## src/rtl/xm_pkg.sv

```systemverilog
// Shared definitions for the register context save/restore engine.
// Contents: data word width, byte width, and the engine state encoding.
package xm_pkg;

  localparam int unsigned WORD = 16;
  localparam int unsigned BYTE = 8;

  typedef enum logic [2:0] {
    ST_IDLE  = 3'd0,
    ST_SV_RD = 3'd1,
    ST_SV_WR = 3'd2,
    ST_RS_RD = 3'd3,
    ST_RS_WR = 3'd4,
    ST_DONE  = 3'd5
  } ctx_state_e;

endpackage

```

## src/rtl/reg_context_engine_if.sv

```systemverilog
// Bus bundle between the context engine and its neighbours.
// Groups the command inputs, status outputs, register-file read/write ports
// and the memory request bus.
// Modport master is the engine side; modport slave is the control unit,
// register file and memory side.
interface reg_context_engine_if #(
  parameter int unsigned WORD      = xm_pkg::WORD,
  parameter int unsigned REGISTERS = 8
);

  localparam int unsigned IDX_W = (REGISTERS > 1) ? $clog2(REGISTERS) : 1;
  localparam int unsigned BYTES = WORD / xm_pkg::BYTE;

  logic             save_i;
  logic             restore_i;
  logic [WORD-1:0]  base_i;
  logic             busy_o;
  logic             done_o;
  logic [IDX_W-1:0] rfRdAddr_o;
  logic [WORD-1:0]  rfData_i;
  logic             rfWrEn_o;
  logic [BYTES-1:0] rfWrMode_o;
  logic [IDX_W-1:0] rfWrAddr_o;
  logic [WORD-1:0]  rfData_o;
  logic             memReq_o;
  logic             memWr_o;
  logic [WORD-1:0]  memAddr_o;
  logic [WORD-1:0]  memData_o;
  logic [WORD-1:0]  memData_i;
  logic             memAck_i;

  modport master (
    input  save_i, restore_i, base_i, rfData_i, memData_i, memAck_i,
    output busy_o, done_o, rfRdAddr_o, rfWrEn_o, rfWrMode_o, rfWrAddr_o,
           rfData_o, memReq_o, memWr_o, memAddr_o, memData_o
  );

  modport slave (
    output save_i, restore_i, base_i, rfData_i, memData_i, memAck_i,
    input  busy_o, done_o, rfRdAddr_o, rfWrEn_o, rfWrMode_o, rfWrAddr_o,
           rfData_o, memReq_o, memWr_o, memAddr_o, memData_o
  );

endinterface

```

## src/rtl/reg_context_engine.sv

```systemverilog
// Register context save/restore engine.
// Streams R0..R[REGISTERS-1] to memory starting at a byte base address
// (save), or loads them all back from memory (restore).
// Ports: clk_i (rising-edge clock), arst_i (async active-high reset),
//        bus (master side: commands/status, register-file ports, memory bus).
module reg_context_engine #(
  parameter int unsigned WORD      = xm_pkg::WORD,
  parameter int unsigned REGISTERS = 8
) (
  input  logic                 clk_i,
  input  logic                 arst_i,
  reg_context_engine_if.master bus
);

  import xm_pkg::*;

  localparam int unsigned IDX_W = (REGISTERS > 1) ? $clog2(REGISTERS) : 1;
  localparam int unsigned BYTES = WORD / BYTE;
  localparam logic [IDX_W-1:0] LAST_IDX = IDX_W'(REGISTERS - 1);
  localparam logic [WORD-1:0]  STRIDE   = WORD'(BYTES);

  ctx_state_e       state;
  ctx_state_e       state_nxt;
  logic [IDX_W-1:0] idx;
  logic [WORD-1:0]  addr;
  logic [WORD-1:0]  wr_data;
  logic [WORD-1:0]  rd_data;
  logic             last;
  logic             start;
  logic             advance;

  assign last  = (idx == LAST_IDX);
  assign start = bus.save_i | bus.restore_i;

  // Move to the next register after a completed write of either direction.
  assign advance = !last && (((state == ST_SV_WR) && bus.memAck_i) || (state == ST_RS_WR));

  // State register
  always_ff @(posedge clk_i or posedge arst_i) begin
    if (arst_i) state <= ST_IDLE;
    else        state <= state_nxt;
  end

  // Next-state logic; save has priority over restore
  always_comb begin
    state_nxt = state;
    case (state)
      ST_IDLE: begin
        if (bus.save_i)         state_nxt = ST_SV_RD;
        else if (bus.restore_i) state_nxt = ST_RS_RD;
      end
      ST_SV_RD: state_nxt = ST_SV_WR;
      ST_SV_WR: if (bus.memAck_i) state_nxt = last ? ST_DONE : ST_SV_RD;
      ST_RS_RD: if (bus.memAck_i) state_nxt = ST_RS_WR;
      ST_RS_WR: state_nxt = last ? ST_DONE : ST_RS_RD;
      ST_DONE:  state_nxt = ST_IDLE;
      default:  state_nxt = ST_IDLE;
    endcase
  end

  // Outputs decoded from the state register
  always_comb begin
    bus.busy_o     = 1'b0;
    bus.done_o     = 1'b0;
    bus.rfWrEn_o   = 1'b0;
    bus.rfWrMode_o = '0;
    bus.memReq_o   = 1'b0;
    bus.memWr_o    = 1'b0;
    case (state)
      ST_IDLE:  ;
      ST_SV_RD: bus.busy_o = 1'b1;
      ST_SV_WR: begin
        bus.busy_o   = 1'b1;
        bus.memReq_o = 1'b1;
        bus.memWr_o  = 1'b1;
      end
      ST_RS_RD: begin
        bus.busy_o   = 1'b1;
        bus.memReq_o = 1'b1;
      end
      ST_RS_WR: begin
        bus.busy_o     = 1'b1;
        bus.rfWrEn_o   = 1'b1;
        bus.rfWrMode_o = '1;
      end
      ST_DONE: begin
        bus.busy_o = 1'b1;
        bus.done_o = 1'b1;
      end
      default: ;
    endcase
  end

  // Index, running address and data capture registers
  always_ff @(posedge clk_i or posedge arst_i) begin
    if (arst_i) begin
      idx     <= '0;
      addr    <= '0;
      wr_data <= '0;
      rd_data <= '0;
    end else begin
      if ((state == ST_IDLE) && start) begin
        idx  <= '0;
        addr <= bus.base_i;
      end else if (advance) begin
        idx  <= idx + IDX_W'(1);
        // Wraps modulo 2^WORD by construction
        addr <= addr + STRIDE;
      end
      if (state == ST_SV_RD) wr_data <= bus.rfData_i;
      if ((state == ST_RS_RD) && bus.memAck_i) rd_data <= bus.memData_i;
    end
  end

  assign bus.rfRdAddr_o = idx;
  assign bus.rfWrAddr_o = idx;
  assign bus.rfData_o   = rd_data;
  assign bus.memAddr_o  = addr;
  assign bus.memData_o  = wr_data;

endmodule

```

## src/flat_wrapper.sv

```systemverilog
// flat-port wrapper written by rule: the top's interface ports become plain ports
module reg_context_engine_flat import xm_pkg::*;
#(
  parameter int unsigned WORD      = xm_pkg::WORD,
  parameter int unsigned REGISTERS = 8
)
  (clk_i, arst_i, bus_save_i, bus_restore_i, bus_base_i, bus_rfData_i, bus_memData_i, bus_memAck_i, bus_busy_o, bus_done_o, bus_rfRdAddr_o, bus_rfWrEn_o, bus_rfWrMode_o, bus_rfWrAddr_o, bus_rfData_o, bus_memReq_o, bus_memWr_o, bus_memAddr_o, bus_memData_o);
  reg_context_engine_if #(.WORD(WORD), .REGISTERS(REGISTERS)) bus_i ();
  input  logic clk_i;
  input  logic arst_i;
  input wire logic [$bits(bus_i.save_i)-1:0] bus_save_i;
  input wire logic [$bits(bus_i.restore_i)-1:0] bus_restore_i;
  input wire logic [$bits(bus_i.base_i)-1:0] bus_base_i;
  input wire logic [$bits(bus_i.rfData_i)-1:0] bus_rfData_i;
  input wire logic [$bits(bus_i.memData_i)-1:0] bus_memData_i;
  input wire logic [$bits(bus_i.memAck_i)-1:0] bus_memAck_i;
  output wire logic [$bits(bus_i.busy_o)-1:0] bus_busy_o;
  output wire logic [$bits(bus_i.done_o)-1:0] bus_done_o;
  output wire logic [$bits(bus_i.rfRdAddr_o)-1:0] bus_rfRdAddr_o;
  output wire logic [$bits(bus_i.rfWrEn_o)-1:0] bus_rfWrEn_o;
  output wire logic [$bits(bus_i.rfWrMode_o)-1:0] bus_rfWrMode_o;
  output wire logic [$bits(bus_i.rfWrAddr_o)-1:0] bus_rfWrAddr_o;
  output wire logic [$bits(bus_i.rfData_o)-1:0] bus_rfData_o;
  output wire logic [$bits(bus_i.memReq_o)-1:0] bus_memReq_o;
  output wire logic [$bits(bus_i.memWr_o)-1:0] bus_memWr_o;
  output wire logic [$bits(bus_i.memAddr_o)-1:0] bus_memAddr_o;
  output wire logic [$bits(bus_i.memData_o)-1:0] bus_memData_o;
  assign bus_i.save_i = bus_save_i;
  assign bus_i.restore_i = bus_restore_i;
  assign bus_i.base_i = bus_base_i;
  assign bus_i.rfData_i = bus_rfData_i;
  assign bus_i.memData_i = bus_memData_i;
  assign bus_i.memAck_i = bus_memAck_i;
  assign bus_busy_o = bus_i.busy_o;
  assign bus_done_o = bus_i.done_o;
  assign bus_rfRdAddr_o = bus_i.rfRdAddr_o;
  assign bus_rfWrEn_o = bus_i.rfWrEn_o;
  assign bus_rfWrMode_o = bus_i.rfWrMode_o;
  assign bus_rfWrAddr_o = bus_i.rfWrAddr_o;
  assign bus_rfData_o = bus_i.rfData_o;
  assign bus_memReq_o = bus_i.memReq_o;
  assign bus_memWr_o = bus_i.memWr_o;
  assign bus_memAddr_o = bus_i.memAddr_o;
  assign bus_memData_o = bus_i.memData_o;
  reg_context_engine #(.WORD(WORD), .REGISTERS(REGISTERS)) u_core (.clk_i(clk_i), .arst_i(arst_i), .bus(bus_i));
endmodule
```

## config.mk

```make
export PLATFORM = sky130hd
export DESIGN_NAME = reg_context_engine_flat
export DESIGN_NICKNAME = d
export VERILOG_FILES = /design/src/rtl/xm_pkg.sv /design/src/rtl/reg_context_engine_if.sv /design/src/rtl/reg_context_engine.sv /design/src/flat_wrapper.sv
export SDC_FILE = /design/constraint.sdc
export NUM_CORES = 1
export LEC_CHECK = 0
export BUFFER_PORTS_ARGS = -buffer_cell sky130_fd_sc_hd__buf_2
export CAP_MARGIN = 10
export CORE_MARGIN = 2
export CORE_UTILIZATION = 49
export CTS_BUF_LIST = sky130_fd_sc_hd__clkbuf_4 sky130_fd_sc_hd__clkbuf_8
export DETAILED_ROUTE_END_ITERATION = 16
export PLACE_DENSITY = 0.89
export SYNTH_ARGS = -nofsm -noshare
export SYNTH_HDL_FRONTEND = slang
export SYNTH_SLANG_ARGS = --single-unit
```

## constraint.sdc

```tcl
create_clock -name clk_i -period 2.75 [get_ports clk_i]
set_input_delay 0.1375 -clock clk_i [delete_from_list [all_inputs] [get_ports clk_i]]
set_output_delay 0.1375 -clock clk_i [all_outputs]
set_load 0.02 [all_outputs]
```

==> After elaboration in Yosys (flattened, before gate mapping) <==
Index checks and enable logic that the tools add are counted.
{ "totals": {"ff_bits": 54, "output_inout_bits": 61} }
{ "classes": {"n_addsub": 2, "n_eq_ne": 9, "n_mux": 17, "bitwise_logic": 1, "reduce_logical": 11} }
{ "ops": {"columns": ["operator", "n"], "rows": [
  ["$mux 16", 2],
  ["$mux 3", 8],
  ["$add 16x2->16 const B", 1],
  ["$pmux 3 s5", 1],
  ["$eq 3x3->1 const B", 3],
  ["$eq 3x2->1 const B", 2],
  ["$mux 1", 5],
  ["$reduce_or 5->1", 1],
  ["$logic_and 1x1->1", 4],
  ["$ne 2x2->1 const B", 2],
  ["$add 3x1->3 const B", 1],
  ["$eq 3x1->1 const B", 1],
  ["$logic_not 3->1", 1],
  ["$ne 3x3->1 const B", 1],
  ["$reduce_and 3->1", 1],
  ["$mux 2", 1],
  ["$reduce_bool 2->1", 1],
  ["$reduce_or 2->1", 1],
  ["$logic_not 1->1", 1],
  ["$logic_or 1x1->1", 1],
  ["$or 1x1->1", 1]
]} }

==> Depth between registers and ports, before layout <==
Gate-level depths: netlist of run 1.
{ "logic_depth": {"depth_word": 6, "mapped_depth": 7, "mapped_depth_nobuf": 6} }

==> Worst setup path before layout of run 1 <==
No wires, ideal clock.
{ "synth_path": {"kind": "reg-to-reg", "startpoint": "reg u_core.idx[0] (netlist: u_core.bus.rfRdAddr_o[0])", "endpoint": "reg u_core.addr[10] (netlist: u_core.bus.memAddr_o[10])", "arrival_ns": 1.963, "t_required_ns": 2.668, "path_slack_ns": 0.705, "stages_incl_launch_ff": 7, "n_path_buf": 0, "path_cell_list": "dfrtp_1 -> ha_1 -> ha_1 -> nor3b_1 -> o211ai_1 -> or3_1 -> a31oi_1"} }
{ "synth_between": {"elab_chain_len": 4} }
{ "synth_lines": {"columns": ["item", "line", "source"], "rows": [
  ["start, declared", "reg_context_engine.sv:24", "logic [IDX_W-1:0] idx;"],
  ["start signal, assigned", "reg_context_engine.sv:106", "idx <= idx + IDX_W'(1);"],
  ["$eq 3x3->1", "reg_context_engine.sv:32", "assign last = (idx == LAST_IDX);"],
  ["$logic_not 1->1", "reg_context_engine.sv:36", "assign advance = !last && (((state == ST_SV_WR) && bus.memAck_i) || (state == ST_RS_WR));"],
  ["$logic_and 1x1->1", "reg_context_engine.sv:36", null],
  ["$reduce_bool 2->1 (no source line)", null, null],
  ["end signal, assigned", "reg_context_engine.sv:104", "addr <= bus.base_i;"],
  ["end signal, assigned", "reg_context_engine.sv:108", "addr <= addr + STRIDE;"],
  ["end, declared", "reg_context_engine.sv:25", "logic [WORD-1:0] addr;"]
]} }
Every way passes these cells.
A chain may end at the register's enable or synchronous reset.

==> Worst setup path after layout of run 1 <==
Ends and elaborated chain as after synthesis.

==> results of run 1 <==
sequential cells by signal (all words and copies together), names as in the netlist:
name and flops:
u_core.bus.memAddr_o 16, u_core.bus.memData_o 16, u_core.bus.rfData_o 16, u_core.bus.rfRdAddr_o 3, u_core.state 3
per-layer routing:
layer | global-route usage [%] | up-vias | wire (um)
met3 | 4.64 | 7 | 359
li1 | - | 1009 | -
met2 | 34.9 | 87 | 2790
met1 | 27.0 | 1008 | 2480
met5 | 0 | - | 0
met4 | 4.55 | 0 | 44
worst max-delay path by stage:
stage	from	to	slack, ns	depth (start not counted)
floorplan	u_core.bus.rfRdAddr_o[0]$_DFFE_PP0P_	u_core.bus.memAddr_o[10]$_DFFE_PP0P_	0.71	6
CTS	u_core.bus.rfRdAddr_o[0]$_DFFE_PP0P_	u_core.bus.memAddr_o[10]$_DFFE_PP0P_	0.56	6
global route	u_core.bus.rfRdAddr_o[0]$_DFFE_PP0P_	u_core.bus.memAddr_o[10]$_DFFE_PP0P_	0.33	6
global placement	u_core.bus.rfRdAddr_o[0]$_DFFE_PP0P_	u_core.bus.memAddr_o[11]$_DFFE_PP0P_	0.71	6
detailed placement	u_core.bus.rfRdAddr_o[0]$_DFFE_PP0P_	u_core.bus.memAddr_o[10]$_DFFE_PP0P_	0.61	6
finish	u_core.bus.rfRdAddr_o[0]$_DFFE_PP0P_	u_core.bus.memAddr_o[10]$_DFFE_PP0P_	0.56	6
power by group:
| part | internal (W) | switching, W | leakage (nW) |
|---|---|---|---|
| sequential | 0.00119 | 0.000330 | 0.640 |
| clock | 0.000282 | 0.000250 | 0.0548 |
| combinational | 0.000839 | 0.00121 | 0.893 |
cell type report:
| class | count | area [um2] |
|---|---|---|
| Multi-Input combinational cell | 148 | 1070 |
| Timing Repair Buffer | 118 | 618 |
| Tap cell | 70 | 87.6 |
| Fill cell | 402 | 1790 |
| Clock buffer | 6 | 76.3 |
| Sequential cell | 54 | 1350 |
| Inverter | 3 | 11.3 |
| Clock inverter | 2 | 37.5 |
logic make-up (layout without fill, tap and decap cells):
group	after synthesis	after routing	share of synthesized area [%]
simple gates	67	67	13.8
flops	54	54	53.3
compound gates	41	41	10.9
mux	32	32	14.2
buf+inv	19	129	4.44
fa+ha+maj	4	4	1.97
xor+xnor	4	4	1.38
stage by stage:
step                hold WS, ns  util [%]  instance area, um2  setup WS, ns
global placement          0.332      61.7                3110         0.714
finish                   0.0516      64.5                3250         0.561
CTS                      0.0441      63.9                3220         0.562
global route             0.0391      64.5                3250         0.330
floorplan                 0.243         -                2540         0.705
detailed placement        0.357      61.7                3110         0.613
placed cells by master (no fill, tap or decap), types with 5 or more instances in the layout:
master    instances
buf_2           113
dfrtp_1          54
mux2_2           32
nand2_1          18
nor2_1           14
o21ai_0          12
a31oi_1           8
nand3_1           7
or3_1             5
clkbuf_8          5
worst max-delay path: stages, from the launching register on:
cell	delay (ns)
dfrtp_1	0.42
ha_1	0.23
ha_1	0.23
nor3b_1	0.39
o211ai_1	0.23
or3_1	0.38
a31oi_1	0.20
what timing repair did:
action	4_1_cts	5_1_grt
buffers inserted	0	0
hold buffers	0	1
resized for setup	0	0
endpoints found under the hold margin	0	16
==> run summary, run 1 <==
top-area cell type share of the netlist area -> 53.3%
synth warn -> 0
height of the die -> 75.9 um
CTS Sinks -> 54
Most used DFF post-synth -> dfrtp_1
hold depth -> 3
FF-to-FF Start -> u_core.bus.rfRdAddr_o[0]$_DFFE_PP0P_
CTS tree -> done
total CTS buffers -> 5
dpl hpwl -> 4210 um
Slew headroom -> 48.3%
Nets -> 387
via/cell ratio -> 5.26
clock slew seen by the registers of the worst setup and hold paths -> 0.10 ns
Slew Limit Fails -> 0
die area -> 5770 um2
number of synthesized register bits -> 54
cells on worst reg2reg path -> 6
slack of the worst reg-to-reg path -> 0.56 ns
synth top area cells -> dfrtp_1 (53%), mux2_2 (14%), nand2_1 (2.7%)
Cell variety after synth -> 42
syn avg cell area -> 11.5 um2
most common cell in the netlist -> dfrtp_1
initial cell density of the core -> 50.3%
number of global-route vias before repair -> 2125
Root Buffer -> clkbuf_8
largest net degree at the start of global routing -> 55
Post-synth top cells -> dfrtp_1 (54), mux2_2 (32), nand2_1 (18)
critical path peak fanout -> 5
DP Cell Count -> 391
gpl congestion -> 0.892
initial antenna violation count -> 0
Fin. Hold Viols -> 0
Worst Hold Class -> input pin to flop
# H-tree levels -> 2
area leader, netlist -> dfrtp_1
Seq/Total Area, Yosys -> 53.3%
final setup fails -> 0
Non-Filler Instances -> 401
drt total wl -> 5680 um
area growth from synthesis to layout -> 28.3%
Post-Syn Instances -> 221
gr ovfl total -> 0
part of the cycle the worst path needs -> 79.6%
Setup CP Type -> flop to flop
Critical Path Start Type -> flop
Worst Path Required -> 2.96 ns
Vias -> 2111
Static Leak -> 1.59 nW
Async S/R FF share, synth -> 100%
Worst-Skew Late Latency -> 0.30 ns
Fmax achieved -> 0.457 GHz
Worst Tran Pin Value -> 0.773 ns
Post-Route Skew -> 0.00513 ns
minimum clock period -> 2.19 ns
FF-to-FF End -> u_core.bus.memAddr_o[10]$_DFFE_PP0P_
std cell rows -> 26
Hold Crit Start -> bus_base_i[1]
status -> finished, final reports clean
gr usage total -> 20.5%
Arr. time, crit path -> 2.40 ns
post-synthesis net count -> 278
Post-synth EDFFs -> 0
Total Power -> 0.00410 W
DRT antenna net count -> 0
PD cells -> 1260 nW/um2
core area -> 5040 um2
DRT Pass-1 Iters -> 4
ant diodes -> 0
Port Buffers -> 113
Clock Tree Buf Depth -> 2
maxcap violations -> 0
1st-iter DRT viols -> 106
first-pass GRT wire length -> 9760 um
Netlist Area Pre-Place -> 2540 um2
die width -> 75.9 um
DRC Markers -> 0
Fin Setup TNS -> 0 ns
maximum VDD drop -> 0.760 mV
crit end category -> flop
WL per Instance -> 14.2 um
RSZ-0062 raised after global routing -> false
Ports -> 114
share of layout cells above drive strength 1 -> 48.6%
WHS Endpoint -> u_core.bus.memAddr_o[1]$_DFFE_PP0P_
Note: power is estimated with default switching activity, not from simulation.
==> inputs of run 2 (changes only) <==
Clock period 2.75 ns to 2.2 ns, I/O delays scaled along.
==> run 2 against run 1 <==
- register-to-register slack worse by 0.36 ns
- clock power up 9.4%
- total power up 25%
- sequential power up 26%
- critical endpoint unchanged
==> run summary, run 2 (synthesis gave the netlist of run 1 again) <==
status -> finished, final reports clean
Fin. Hold Viols -> 0 (unchanged)
# H-tree levels -> 2 (unchanged)
Static Leak -> 1.60 nW (+1.0%)
Slew Limit Fails -> 0 (unchanged)
share of layout cells above drive strength 1 -> 49.7% (+1.1 points)
number of global-route vias before repair -> 2132 (+0.33%)
minimum clock period -> 2.00 ns (-0.188 ns)
DRT antenna net count -> 0 (unchanged)
1st-iter DRT viols -> 88 (-17%)
cell family with most CP delay -> simple AND/OR/NAND/NOR gates
Critical Path Start Type -> flop
cells on worst reg2reg path -> 6 (unchanged)
DP Cell Count -> 397 (+1.5%)
Root Buffer -> clkbuf_8
dpl hpwl -> 4120 um (-2.0%)
Port Buffers -> 113 (unchanged)
Setup CP Type -> flop to flop
Ports -> 114 (unchanged)
Clock Tree Buf Depth -> 2 (unchanged)
hold depth -> 3 (unchanged)
Nets -> 392 (+1.3%)
Post-Route Skew -> 0.00954 ns (+0.00441 ns)
Finished Core Util -> 65.4% (+0.82 points)
core area -> 5040 um2 (unchanged)
DRC Markers -> 0 (unchanged)
part of the cycle the worst path needs -> 91.0% (+11 points)
die width -> 75.9 um (unchanged)
CP Cell Sequence -> ha_1 -> ha_2 -> nor3b_1 -> o211ai_1 -> or3_1 -> a31oi_1
largest net degree at the start of global routing -> 55 (unchanged)
Levels on crit path -> 6 (unchanged)
Slew headroom -> 52.4% (+4.0 points)
std cell rows -> 26 (unchanged)
commonest non-fill, non-tap cells in the layout -> buf_2 (113), dfrtp_1 (54), mux2_2 (32)
CTS tree -> done
critical path peak fanout -> 5 (unchanged)
maxcap violations -> 0 (unchanged)
crit-path max cell delay -> 0.43 ns (about the same)
height of the die -> 75.9 um (unchanged)
maximum VDD drop -> 0.892 mV (+17%)
Vias -> 2120 (+0.43%)
Non-Filler Instances -> 406 (+1.2%)
RSZ-0062 raised after global routing -> true
WL per Instance -> 13.7 um (-3.5%)
gpl congestion -> 0.849 (-4.8%)
drt total wl -> 5550 um (-2.3%)
CTS Sinks -> 54 (unchanged)
Fmax achieved -> 0.500 GHz (+9.4%)
die area -> 5770 um2 (unchanged)
Worst Hold Class -> input pin to flop
Critical-path top delay cell -> dfrtp_1
gr usage total -> 19.9% (-0.57 points)
Worst Tran Pin Value -> 0.710 ns (-0.0631 ns)
Worst-Skew Late Latency -> 0.31 ns (about the same)
ant diodes -> 0 (unchanged)
total CTS buffers -> 5 (unchanged)
initial antenna violation count -> 0 (unchanged)
PD cells -> 1550 nW/um2 (+23%)
Post-CTS Setup Inserts -> 0 (unchanged)
Placement Setup Slack -> 0.0642 ns (-0.548 ns)
DRT Pass-1 Iters -> 4 (unchanged)
gr ovfl total -> 0 (unchanged)
crit end category -> flop
area growth from synthesis to layout -> 29.9%
Worst Path Buf+Inv -> 0 (unchanged)
via/cell ratio -> 5.22 (-0.81%)
clock slew seen by the registers of the worst setup and hold paths -> 0.10 ns (about the same)
commonest non-fill, non-tap cell in the layout -> buf_2
Arr. time, crit path -> 2.23 ns (-0.17 ns)
final setup fails -> 0 (unchanged)
first-pass GRT wire length -> 9460 um (-3.0%)
post-route setup slack -> 0.198 ns (-0.362 ns)
Worst Path Required -> 2.43 ns (-0.53 ns)
initial cell density of the core -> 50.3% (unchanged)
[run 2: cell count changes in the layout (fill, tap and decap cells not counted), sizes merged]
cell	previous run	this run
bufinv	1	0
buf	117	122
inv	3	4
[run 2: path summary, 6_finish.rpt]
kind                                                           start                                    to  slack [ns]
worst max register to register  u_core.bus.rfRdAddr_o[0]$_DFFE_PP0P_  u_core.bus.memAddr_o[10]$_DFFE_PP0P_        0.20
min in group asynchronous                                     arst_i  u_core.bus.memAddr_o[12]$_DFFE_PP0P_        0.42
max in group asynchronous                                     arst_i    u_core.bus.rfData_o[6]$_DFFE_PP0P_        1.56
worst min register to register   u_core.bus.memAddr_o[0]$_DFFE_PP0P_   u_core.bus.memAddr_o[0]$_DFFE_PP0P_        0.48
worst max-delay path            u_core.bus.rfRdAddr_o[0]$_DFFE_PP0P_  u_core.bus.memAddr_o[10]$_DFFE_PP0P_        0.20
worst min-delay path                                   bus_base_i[0]   u_core.bus.memAddr_o[0]$_DFFE_PP0P_        0.01
[run 2: worst register-to-register path: stages, from the launching register on]
cell	delay, ns
dfrtp_1	0.43
ha_1	0.25
ha_2	0.21
nor3b_1	0.26
o211ai_1	0.23
or3_1	0.39
a31oi_1	0.16
[run 2: cell type report]
cell class,instances,area [um2]
clock inverters,2,16.3
inverters,3,11.3
flip-flops and latches,54,1350
repair buffers,123,656
clock buffers,6,82.6
well taps,70,87.6
fillers,398,1750
multi-input cells,148,1090
[run 2: routing by layer]
metal  vias up  GRT usage [%]  part of all wire [%]
met2        78           34.8                    50
li1       1025              -                     -
met3         4           4.40                   6.3
met5         -              0                     0
met1      1013           25.1                    43
met4         0           5.45                  0.56
[run 2: report_power, final]
part,total [W],internal (W),switching [W],leakage (nW)
Combinational,0.00262,0.00110,0.00152,0.917
Sequential,0.00191,0.00149,0.000420,0.640
Clock,0.000582,0.000260,0.000322,0.0478
[run 2: metrics by stage]
stage	cell area, um2	TNS (ns)	hold slack [ns]	power (W)
floorplan	2540	0	0.215	0.00368
global placement	3170	0	0.177	0.00444
detailed placement	3170	0	0.190	0.00454
CTS	3280	0	0.00353	0.00514
global route	3300	-0.00655	0.0100	0.00548
finish	3300	0	0.0109	0.00512
[run 2: repair_timing]
action,CTS,global route
resized for setup,0,3
hold endpoints to repair,54,0
hold buffers,1,0
setup endpoints to repair,0,4
==> inputs of run 3 (changes only) <==
Settings changed: CORE_UTILIZATION 49 to 47, CTS_BUF_LIST sky130_fd_sc_hd__clkbuf_4 sky130_fd_sc_hd__clkbuf_8 to unset, PLACE_DENSITY 0.89 to 0.86.
==> run 3 against run 2 <==
- die area is 4.0% higher
- register-to-register slack hardly changed
- clock power is 8.9% lower
- utilization is 1.9 points lower
- largest power group unchanged
- hold slack better by 0.012 ns
- clock skew is 0.0046 ns lower
- sequential share of layout area is 0.17 points higher
- critical path depth stayed put
- flip-flop and latch count stayed put
==> run summary, run 3 (synthesis gave the netlist of run 1 again) <==
share of layout cells above drive strength 1 -> 49.6% (-0.15 points)
maxcap violations -> 0 (unchanged)
critical path peak fanout -> 6 (+1)
RSZ-0062 raised after global routing -> false
Fmax achieved -> 0.500 GHz (about the same)
commonest non-fill, non-tap cells in the layout -> buf_2 (113), dfrtp_1 (54), mux2_2 (32)
gr ovfl total -> 0 (unchanged)
DRC Markers -> 0 (unchanged)
area growth from synthesis to layout -> 29.4%
DRT Pass-1 Iters -> 4 (unchanged)
Slew Limit Fails -> 0 (unchanged)
Worst-Skew Late Latency -> 0.30 ns (about the same)
Post-Route Skew -> 0.00496 ns (-0.00458 ns)
Post-CTS Setup Inserts -> 0 (unchanged)
ant diodes -> 0 (unchanged)
std cell rows -> 26 (unchanged)
initial antenna violation count -> 0 (unchanged)
Hold Slack -> 0.0225 ns (+0.0117 ns)
via/cell ratio -> 5.11 (-2.1%)
total CTS buffers -> 5 (unchanged)
part of the cycle the worst path needs -> 90.9% (about the same)
number of global-route vias before repair -> 1937 (-9.1%)
Fin Setup TNS -> 0 ns (unchanged)
Worst Hold Class -> input pin to flop
Ports -> 114 (unchanged)
Arr. time, crit path -> 2.23 ns (about the same)
dpl hpwl -> 4290 um (+4.1%)
core area -> 5170 um2 (+2.6%)
CTS tree -> done
Root Buffer -> clkbuf_8
maximum VDD drop -> 0.896 mV (+0.39%)
clock slew seen by the registers of the worst setup and hold paths -> 0.09 ns (about the same)
Clock Tree Buf Depth -> 2 (unchanged)
Fin. Hold Viols -> 0 (unchanged)
die width -> 77.5 um (+2.0%)
initial cell density of the core -> 49.0% (-1.3 points)
hold depth -> 3 (unchanged)
cells on worst reg2reg path -> 6 (unchanged)
Static Leak -> 1.61 nW (+0.25%)
DRT antenna net count -> 0 (unchanged)
Final Cell Area -> 3280 um2 (-0.42%)
gpl congestion -> 0.786 (-7.4%)
drt total wl -> 5660 um (+2.1%)
largest net degree at the start of global routing -> 28 (-49%)
final setup fails -> 0 (unchanged)
1st-iter DRT viols -> 77 (-13%)
Finished Core Util -> 63.4% (-1.9 points)
height of the die -> 77.5 um (+2.0%)
CTS Sinks -> 54 (unchanged)
die area -> 6000 um2 (+4.0%)
Worst Path Required -> 2.43 ns (about the same)
WL per Instance -> 13.9 um (+1.8%)
PD cells -> 1540 nW/um2 (-0.72%)
Nets -> 394 (+0.51%)
status -> finished, final reports clean
gr usage total -> 18.8% (-1.1 points)
commonest non-fill, non-tap cell in the layout -> buf_2
Setup CP Type -> flop to flop
Worst Tran Pin Value -> 0.497 ns (-0.213 ns)
Port Buffers -> 113 (unchanged)
Vias -> 2081 (-1.8%)
Critical Path Start Type -> flop
Placed Area -> 3160 um2 (-0.16%)
Slew headroom -> 66.7% (+14 points)
minimum clock period -> 2.00 ns (-0.00129 ns)
first-pass GRT wire length -> 9050 um (-4.3%)
# H-tree levels -> 2 (unchanged)
crit end category -> flop
-- run 3: final cells by class --
cell class / count / area [um2]
Timing Repair Buffer: 125 / 661
Clock inverter: 2 / 13.8
Fill cell: 434 / 1890
Tap cell: 70 / 87.6
Sequential cell: 54 / 1350
Multi-Input combinational cell: 148 / 1090
Clock buffer: 5 / 68.8
Inverter: 3 / 11.3
-- run 3: metrics by stage --
stage                     worst slack [ns]  power [W]  std cells
final                                0.200    0.00506        407
after global routing                0.0116    0.00542        407
after CTS                            0.177    0.00508        407
after detailed placement             0.208    0.00454        398
after global placement               0.271    0.00443        398
after floorplan                      0.155    0.00368        221
-- run 3: routing by layer --
layer / vias up / GRT usage [%] / wire (um)
met3: 9 / 4.30 / 338
li1: 1025 / - / -
met2: 76 / 30.8 / 2750
met1: 971 / 24.7 / 2490
met5: - / 0 / 0
met4: 0 / 6.07 / 85
-- run 3: final timing paths --
| check | startpoint | to | slack [ns] |
|---|---|---|---|
| worst max-delay path | u_core.bus.rfRdAddr_o[0]$_DFFE_PP0P_ | u_core.bus.memAddr_o[11]$_DFFE_PP0P_ | 0.20 |
| worst min-delay path | bus_base_i[6] | u_core.bus.memAddr_o[6]$_DFFE_PP0P_ | 0.02 |
| worst max register to register | u_core.bus.rfRdAddr_o[0]$_DFFE_PP0P_ | u_core.bus.memAddr_o[11]$_DFFE_PP0P_ | 0.20 |
| worst min register to register | u_core.bus.memAddr_o[0]$_DFFE_PP0P_ | u_core.bus.memAddr_o[0]$_DFFE_PP0P_ | 0.48 |
| max in group asynchronous | arst_i | u_core.bus.memData_o[14]$_DFFE_PP0P_ | 1.23 |
| min in group asynchronous | arst_i | u_core.bus.rfData_o[10]$_DFFE_PP0P_ | 0.31 |
-- run 3: power by group --
part / switching, W / internal (W)
clock network: 0.000310 / 0.000221
registers: 0.000402 / 0.00149
logic: 0.00155 / 0.00109
total: 0.00226 / 0.00280
-- run 3: repair_timing --
action,in CTS,in global routing
hold buffers,2,0
setup endpoints to repair,0,3
gates resized for setup,0,2
endpoints found under the hold margin,15,0
-- run 3: critical path, cell delays in order, from the launching register on --
cell	delay, ns
dfrtp_1	0.43
ha_1	0.23
ha_1	0.23
nor2_2	0.18
o2111ai_4	0.17
or4_1	0.53
a31oi_1	0.16
